## src/rtl/video_fetch_if.sv

```systemverilog
// Read-port bus between the line fetcher and the video dual-port RAM.
// The fetcher drives a registered word address; the RAM returns 16-bit data.
interface video_fetch_if #(
    parameter int ADDRWIDTH = 14
) ();
    logic [ADDRWIDTH-1:0] rdaddress;
    logic [15:0]          q;

    modport master (output rdaddress, input q);
    modport slave  (input rdaddress, output q);
endinterface

```

## src/rtl/video_fetch.sv

```systemverilog
// Per-line pixel fetcher: streams 64 RAM words per line through a shift/holding
// register pair and serialises them into 4-colour or 8-colour+flash pixels.
module video_fetch #(
    parameter int ADDRWIDTH = 14
) (
    input  logic         clk,
    input  logic         reset,
    input  logic         ce_pix,
    input  logic         line_start,
    input  logic [7:0]   line_num,
    input  logic         active,
    input  logic         mode8,
    video_fetch_if.master ram,
    output logic [2:0]   pix_rgb,
    output logic         pix_flash,
    output logic         pix_valid,
    output logic         underrun
);

    typedef enum logic [1:0] {IDLE, PRIME, RUN, DONE} state_t;

    state_t               state_reg, state_next;
    logic [7:0]           line_reg;
    logic                 mode8_reg;
    logic [5:0]           word_idx_reg;
    logic [2:0]           slot_reg;
    logic [1:0]           prime_cnt_reg;
    logic [15:0]          shift_reg, hold_reg;
    logic [ADDRWIDTH-1:0] rdaddress_reg;
    // Two-stage tag pipeline tracking fetches in flight; dst: 0 = shift, 1 = hold
    logic                 issue1_reg, issue2_reg, dst1_reg, dst2_reg;
    logic                 slot_fire, underrun_fire, word_end;
    logic [2:0]           sh_amt;
    logic [15:0]          sh_word;

    assign ram.rdaddress = rdaddress_reg;

    always_ff @(posedge clk) begin
        if (reset) state_reg <= IDLE;
        else       state_reg <= state_next;
    end

    always_comb begin
        state_next    = state_reg;
        slot_fire     = 1'b0;
        underrun_fire = 1'b0;
        word_end      = 1'b0;
        if (line_start) begin
            state_next = PRIME;
        end else begin
            case (state_reg)
                PRIME: begin
                    underrun_fire = ce_pix & active;
                    if (prime_cnt_reg == 2'd2) state_next = RUN;
                end
                RUN: begin
                    slot_fire = ce_pix & active;
                    word_end  = slot_fire && (slot_reg == 3'd7);
                    if (word_end && (word_idx_reg == 6'd63)) state_next = DONE;
                end
                default: ;
            endcase
        end
    end

    // Shifting left by the pixel index puts G/flash at bits 15/14 and R/B at 7/6.
    always_comb begin
        sh_amt  = mode8_reg ? {slot_reg[2:1], 1'b0} : slot_reg;
        sh_word = shift_reg << sh_amt;
    end

    always_ff @(posedge clk) begin
        if (reset) begin
            line_reg      <= '0;
            mode8_reg     <= 1'b0;
            word_idx_reg  <= '0;
            slot_reg      <= '0;
            prime_cnt_reg <= '0;
            shift_reg     <= '0;
            hold_reg      <= '0;
            rdaddress_reg <= '0;
            issue1_reg    <= 1'b0;
            issue2_reg    <= 1'b0;
            dst1_reg      <= 1'b0;
            dst2_reg      <= 1'b0;
            pix_rgb       <= '0;
            pix_flash     <= 1'b0;
            pix_valid     <= 1'b0;
            underrun      <= 1'b0;
        end else begin
            underrun   <= 1'b0;
            issue1_reg <= 1'b0;
            issue2_reg <= issue1_reg;
            dst2_reg   <= dst1_reg;
            if (issue2_reg) begin
                if (dst2_reg) hold_reg  <= ram.q;
                else          shift_reg <= ram.q;
            end

            if (ce_pix) begin
                pix_valid <= 1'b0;
                pix_rgb   <= '0;
                pix_flash <= 1'b0;
                if (slot_fire) begin
                    pix_valid <= 1'b1;
                    pix_rgb   <= {sh_word[15], sh_word[7],
                                  mode8_reg ? sh_word[6] : (sh_word[15] & sh_word[7])};
                    pix_flash <= mode8_reg & sh_word[14];
                end else if (underrun_fire) begin
                    pix_valid <= 1'b1;
                    underrun  <= 1'b1;
                end
            end

            if (line_start) begin
                line_reg      <= line_num;
                mode8_reg     <= mode8;
                word_idx_reg  <= '0;
                slot_reg      <= '0;
                prime_cnt_reg <= '0;
                rdaddress_reg <= ADDRWIDTH'({line_num, 6'd0});
                issue1_reg    <= 1'b1;
                dst1_reg      <= 1'b0;
                issue2_reg    <= 1'b0;  // drop any fetch still in flight from the old line
            end else begin
                if (state_reg == PRIME) begin
                    prime_cnt_reg <= prime_cnt_reg + 2'd1;
                    if (prime_cnt_reg == 2'd0) begin
                        rdaddress_reg <= ADDRWIDTH'({line_reg, 6'd1});
                        issue1_reg    <= 1'b1;
                        dst1_reg      <= 1'b1;
                    end
                end
                if (slot_fire) begin
                    slot_reg <= slot_reg + 3'd1;
                    if (word_end) begin
                        shift_reg    <= hold_reg;
                        word_idx_reg <= word_idx_reg + 6'd1;
                        if (word_idx_reg <= 6'd61) begin
                            rdaddress_reg <= ADDRWIDTH'({line_reg, 6'(word_idx_reg + 6'd2)});
                            issue1_reg    <= 1'b1;
                            dst1_reg      <= 1'b1;
                        end
                    end
                end
            end
        end
    end

endmodule
```

## src/flat_wrapper.sv

```systemverilog
// flat-port wrapper written by rule: the top's interface ports become plain ports
module video_fetch_flat 
#(
    parameter int ADDRWIDTH = 14
)
  (clk, reset, ce_pix, line_start, line_num, active, mode8, pix_rgb, pix_flash, pix_valid, underrun, ram_rdaddress, ram_q);
  video_fetch_if #(.ADDRWIDTH(ADDRWIDTH)) ram_i ();
  input  logic clk;
  input  logic reset;
  input  logic ce_pix;
  input  logic line_start;
  input  logic [7:0] line_num;
  input  logic active;
  input  logic mode8;
  output logic [2:0] pix_rgb;
  output logic pix_flash;
  output logic pix_valid;
  output logic underrun;
  output wire logic [$bits(ram_i.rdaddress)-1:0] ram_rdaddress;
  input wire logic [$bits(ram_i.q)-1:0] ram_q;
  assign ram_rdaddress = ram_i.rdaddress;
  assign ram_i.q = ram_q;
  video_fetch #(.ADDRWIDTH(ADDRWIDTH)) u_core (.clk(clk), .reset(reset), .ce_pix(ce_pix), .line_start(line_start), .line_num(line_num), .active(active), .mode8(mode8), .ram(ram_i), .pix_rgb(pix_rgb), .pix_flash(pix_flash), .pix_valid(pix_valid), .underrun(underrun));
endmodule
```

## config.mk

```make
export PLATFORM = sky130hd
export DESIGN_NAME = video_fetch_flat
export DESIGN_NICKNAME = d
export VERILOG_FILES = /design/src/rtl/video_fetch_if.sv /design/src/rtl/video_fetch.sv /design/src/flat_wrapper.sv
export SDC_FILE = /design/constraint.sdc
export NUM_CORES = 1
export LEC_CHECK = 0
export ABC_CLOCK_PERIOD_IN_PS = 1930
export CORE_MARGIN = 2
export CORE_UTILIZATION = 54
export CTS_CLUSTER_DIAMETER = 80
export DETAILED_ROUTE_END_ITERATION = 12
export PLACE_DENSITY = 0.79
export SYNTH_ARGS = -nofsm -noshare
export SYNTH_HDL_FRONTEND = slang
export SYNTH_SLANG_ARGS = --single-unit
```

## constraint.sdc

```tcl
create_clock -name clk -period 1.93 [get_ports clk]
set_input_delay 0.193 -clock clk [delete_from_list [all_inputs] [get_ports clk]]
set_output_delay 0.193 -clock clk [all_outputs]
set_load 0.02 [all_outputs]
```

# After elaboration in Yosys (flattened, before gate mapping)

Index checks and enable logic that the tools add are counted.

Flip-flop bits (word level): 78
Bits of input ports: 30
Output and inout bits: 20
Logic and storage cells: 87

Add/subtract/negate cells: 4
$lt $le $gt $ge: 1
Equal/unequal tests: 9
Shift-type cells: 1
Multiplexer cells: 38
Bitwise logic cells: 4
Reductions and logical operators: 11

Operator list:

| cell                                                                    | number |
|---|---|
| 14-bit 2-to-1 mux                                                       | 6 |
| 16-bit 2-to-1 mux                                                       | 5 |
| 1-bit 2-to-1 mux                                                        | 23 |
| 16-bit by 3-bit << shifter with 16-bit output                           | 1 |
| 6-bit by 1-bit adder with 6-bit output, second input constant           | 1 |
| 6-bit by 2-bit adder with 6-bit output, second input constant           | 1 |
| 6-bit == test, second input constant                                    | 1 |
| 6-bit <= comparator, second input constant                              | 1 |
| 3-bit by 2-bit inequality test with 1-bit output, second input constant | 2 |
| 3-bit AND reduction                                                     | 2 |
| 2-bit == test, second input constant                                    | 2 |
| 2-bit 2-to-1 mux                                                        | 2 |
| 2-bit by 1-bit inequality test with 1-bit output, second input constant | 2 |
| 2-bit one-hot mux with 2 select lines                                   | 1 |
| 2-bit AND reduction                                                     | 2 |
| 3-bit by 1-bit adder with 3-bit output, second input constant           | 1 |
| 1-bit bitwise AND                                                       | 3 |
| 3-bit == test, second input constant                                    | 1 |
| 3-bit 2-to-1 mux                                                        | 1 |
| 3-bit nonzero test                                                      | 1 |
| 3-bit OR reduction                                                      | 1 |
| 2-bit by 1-bit adder with 2-bit output, second input constant           | 1 |
| 2-bit by 1-bit == test with 1-bit output, second input constant         | 1 |
| 1-bit logical AND                                                       | 2 |
| 4 further kinds                                                         | 4 |

# Logic depth before layout (Yosys ltp)

Word-level depth: 7
Gate-level depth with buffers: 8
Mapped depth without buffers: 6

# Worst setup path before layout

Ideal clock, no wire load.

Kind: reg2reg
Start: reg u_core.slot_reg[0]
End: reg u_core.rdaddress_reg[10], in the netlist u_core.ram.rdaddress[10]
Library setup time: 0.091 ns
Arrival time: 1.581 ns
Data required time: 1.839 ns
Setup slack: 0.258 ns
Cell stages (with the launch flop): 8
Buffers on the path: 2
Period minus slack after synthesis: 1.672 ns
Path through: dfxtp_1 > ha_1 > ha_1 > clkbuf_1 > o311a_2 > buf_4 > o21ai_0 > a311oi_1

Word-level cells in the longest chain between the ends: 7

Ends and longest elaborated chain:

| what                     | line               | text |
|---|---|---|
| start: declaration       | video_fetch.sv:26  | `logic [2:0] slot_reg;` |
| start signal: assignment | video_fetch.sv:135 | `slot_reg <= slot_reg + 3'd1;` |
| 3-bit == test            | video_fetch.sv:58  | `word_end = slot_fire && (slot_reg == 3'd7);` |
| 1-bit logical AND        | video_fetch.sv:58  |  |
| 1-bit 2-to-1 mux         | video_fetch.sv:51  | `case (state_reg)` |
| 1-bit 2-to-1 mux         | video_fetch.sv:48  | `if (line_start) begin` |
| 14-bit 2-to-1 mux        | video_fetch.sv:136 | `if (word_end) begin` |
| 14-bit 2-to-1 mux        | video_fetch.sv:134 | `if (slot_fire) begin` |
| 14-bit 2-to-1 mux        | video_fetch.sv:115 | `if (line_start) begin` |
| end signal: assignment   | video_fetch.sv:121 | `rdaddress_reg <= ADDRWIDTH'({line_num, 6'd0});` |
| end signal: assignment   | video_fetch.sv:129 | `rdaddress_reg <= ADDRWIDTH'({line_reg, 6'd1});` |
| end signal: assignment   | video_fetch.sv:140 | `rdaddress_reg <= ADDRWIDTH'({line_reg, 6'(word_idx_reg + 6'd2)});` |
| end: declaration         | video_fetch.sv:29  | `logic [ADDRWIDTH-1:0] rdaddress_reg;` |

Every way passes these cells.
A chain may end at the register's enable or synchronous reset.

# Worst setup path after layout

Start: reg u_core.word_idx_reg[0]
End: reg u_core.rdaddress_reg[12], in the netlist u_core.ram.rdaddress[12]

Word-level cells in the longest chain between the ends: 5

Ends and longest elaborated chain:

| what                     | line               | text |
|---|---|---|
| start: declaration       | video_fetch.sv:25  | `logic [5:0] word_idx_reg;` |
| start signal: assignment | video_fetch.sv:138 | `word_idx_reg <= word_idx_reg + 6'd1;` |
| 6-bit <= comparator      | video_fetch.sv:139 | `if (word_idx_reg <= 6'd61) begin` |
| 14-bit 2-to-1 mux        | video_fetch.sv:139 |  |
| 14-bit 2-to-1 mux        | video_fetch.sv:136 |  |
| 14-bit 2-to-1 mux        | video_fetch.sv:134 |  |
| 14-bit 2-to-1 mux        | video_fetch.sv:115 |  |

Every way passes these cells.

==> impl_metrics.toml <==
[outcome]
status = "finished, final reports clean"

[synthesis]
yosysWarnings = 0
syn-mean-instance-area_sq_um = 9.22
ys_ff_latch = 78
yosys-top-cells-area = "dfxtp_1 44%, mux2i_1 9.9%, nor2_1 5.2%"
synth_edf_count = 0
synth.cells.most_frequent = "78 x dfxtp_1, 49 x nor2_1, 44 x nand2_1"
ys_async_sr_fraction = 0
synth_top_cell_by_area = "dfxtp_1"
yosysMostFrequentCell = "dfxtp_1"
netlist_instances = 382
synth_area_sq_mm = 0.00352
synth_ff_type = "dfxtp_1"
synth_top_area_share = 0.443
syn-num-nets = 422
seq_area_frac_synth = 0.443
synth.distinct_cells = 43

[timing]
skew_ns = 0.0112
fin_setup_tns_ns = 0
hold_ws_ns = 0.269
min_period_ns = 1.84
fmax_ghz = 0.543
layout_setup_ws_ns = 0.0888
finalHoldViolations = 0
tightest_slew_ns = 0.640
slew_headroom = 0.574
min_period_over_period = 0.954
drv_slew = 0
setup_viol = 0

[detailed_routing]
postRouteAntennaNets = 0
drc = 0
via_per_inst = 5.73
via_count = 2977
drtPass1Iterations = 4
first_iter_violations = 222
post_drt_wl_per_cell_um = 15.4
wirelength_mm = 8.00

[power_and_ir_drop]
p_per_area_mw_per_mm2 = 741
totalPowerFinal_mw = 3.29
p_leak_nw = 1.79
peakVddDrop_v = 0.000560

[hold_path]
hp-start = "reset"
hold_path_class = "input port to register"
min_path_cells = 2
holdPathEnd = "u_core.mode8_reg"

[setup_path]
cp.arrival_ns = 2.09
cp_slowest_cell = "o311ai_4"
crit_type = "register to register"
ff2ff_setup_slack_ns = 0.09
start_kind = "register"
rr_worst_depth = 5
critPathMaxStageDelay_ns = 0.51
worstPathMaxFanout = 7
r2r_start = "u_core.word_idx_reg[0]"
reg2reg_to = "u_core.ram.rdaddress[12]"
end_kind = "register"
worstPathRequired_ns = 2.18
worstPathCellList = "inv_1, ha_1, o311ai_4, nand3_1, a311oi_1"

[die]
initial_core_util = 0.558
core_area_sq_mm = 0.00631
ios = 50
row_count = 29
die_h_um = 84.8
die-area_sq_mm = 0.00719
die_x_um = 84.8

[final_layout]
area_growth_pct = 25.9
nNetsFinal = 478
drive_gt1_frac = 0.135
instances_no_fill = 520
antenna_cells = 0

[clock_network]
cts_hold_buf = 0
cts.sinks = 78
clk_latency_ns = 0.35
cts_tree = "done"
clock_path_buffers = 2
cts_buffers = 9
clk_pin_slew_worst_paths_ns = 0.08
ctsHtreeMaxLevel = 3
root_buffer = "clkbuf_8"

[global_route]
grt_first_pass_wirelength_mm = 12.5
antenna_found_initial = 0
grt_pass1_vias = 2704
grt_use_total = 0.218
grt-ovfl-total = 0
grt_max_degree = 36

[place]
io_buffers = 49
post-place-ws_ns = 0.0118
gp_congestion = 0.826
dpl.cell_count = 499
dp_hpwl_mm = 5.14

[run]
max-cap-violations = 0
==> final cells by class <==
cell class / instances / area [sq um]
multi-input cells: 268 / 1840
flip-flops and latches: 78 / 1560
well taps: 77 / 96.3
clock inverters: 3 / 40.0
fillers: 490 / 1880
clock buffers: 13 / 179
inverters: 9 / 33.8
repair buffers: 72 / 688
==> through the flow <==
step           cell area (sq um)   util
6_report                    4440  0.703
3_3_place_gp                4120  0.653
3_5_place_dp                4120  0.653
2_1_floorplan               3520      -
4_1_cts                     4340  0.688
5_1_grt                     4440  0.703
==> cell usage in the layout (no fill, tap or decap), drive strengths merged, types with 2 or more instances in the layout <==
| master | count |
|---|---|
| mux2i | 35 |
| nor2 | 49 |
| clkdlybuf4s50 | 48 |
| and2 | 5 |
| xnor2 | 4 |
| inv | 8 |
| nor2b | 2 |
| nand4 | 5 |
| mux2 | 2 |
| nand2b | 6 |
| o21ai | 12 |
| a311oi | 8 |
| clkbuf | 14 |
| xor2 | 6 |
| o311ai | 2 |
| mux4 | 5 |
| a211oi | 16 |
| dfxtp | 78 |
| ha | 10 |
| clkinv | 3 |
| nand3 | 17 |
| a21oi | 24 |
| nand2 | 44 |
| buf | 23 |
| a31oi | 3 |
==> layer usage <==
| metal | global-route usage | vias up | wire length [um] |
|---|---|---|---|
| met2 | 0.334 | 79 | 3850 |
| li1 | - | 1455 | - |
| met5 | 0 | - | 0 |
| met3 | 0.0433 | 10 | 376 |
| met1 | 0.300 | 1433 | 3620 |
| met4 | 0.0981 | 0 | 144 |
==> report_power, final <==
part | leakage [nW] | internal (mW) | switching, mW | total, mW
clock network | 0.115 | 0.735 | 0.578 | 1.31
logic | 1.04 | 0.149 | 0.147 | 0.297
registers | 0.634 | 1.65 | 0.0260 | 1.68
total | 1.79 | 2.54 | 0.751 | 3.29
==> how the worst max path moves through the flow <==
stage	from	end	slack, ns	depth (start not counted)
floorplan	u_core.slot_reg[0]	u_core.ram.rdaddress[10]	0.26	7
global placement	line_start	u_core.ram.rdaddress[9]	0.10	5
detailed placement	line_start	u_core.ram.rdaddress[12]	0.01	5
CTS	u_core.state_reg[0]	u_core.ram.rdaddress[12]	0.005	6
global route	u_core.word_idx_reg[0]	u_core.ram.rdaddress[12]	-0.008	5
finish	u_core.word_idx_reg[0]	u_core.ram.rdaddress[12]	0.09	5
==> critical path, delay by kind of cell (launching register included) <==
family / cells / cell delay (ns)
flip-flops: 1 / 0.39
adder cells (fa/ha/maj): 1 / 0.31
AO/OA/AOI/OAI: 2 / 0.82
AND/OR/NAND/NOR: 1 / 0.13
buffers and inverters: 1 / 0.09
==> logic make-up after synthesis <==
kind of cell	share of synthesized area
simple gates	0.171
xor+xnor	0.0249
fa+ha+maj	0.0355
flops	0.443
buf+inv	0.0483
mux	0.138
compound gates	0.139
==> timing repair <==
item	4_1_cts	5_1_grt
gates cloned	0	2
pin swaps	1	2
buffers inserted	0	3
resized for setup	0	6
endpoints found under the setup margin	2	19
Power figures use the tool's default switching activity.
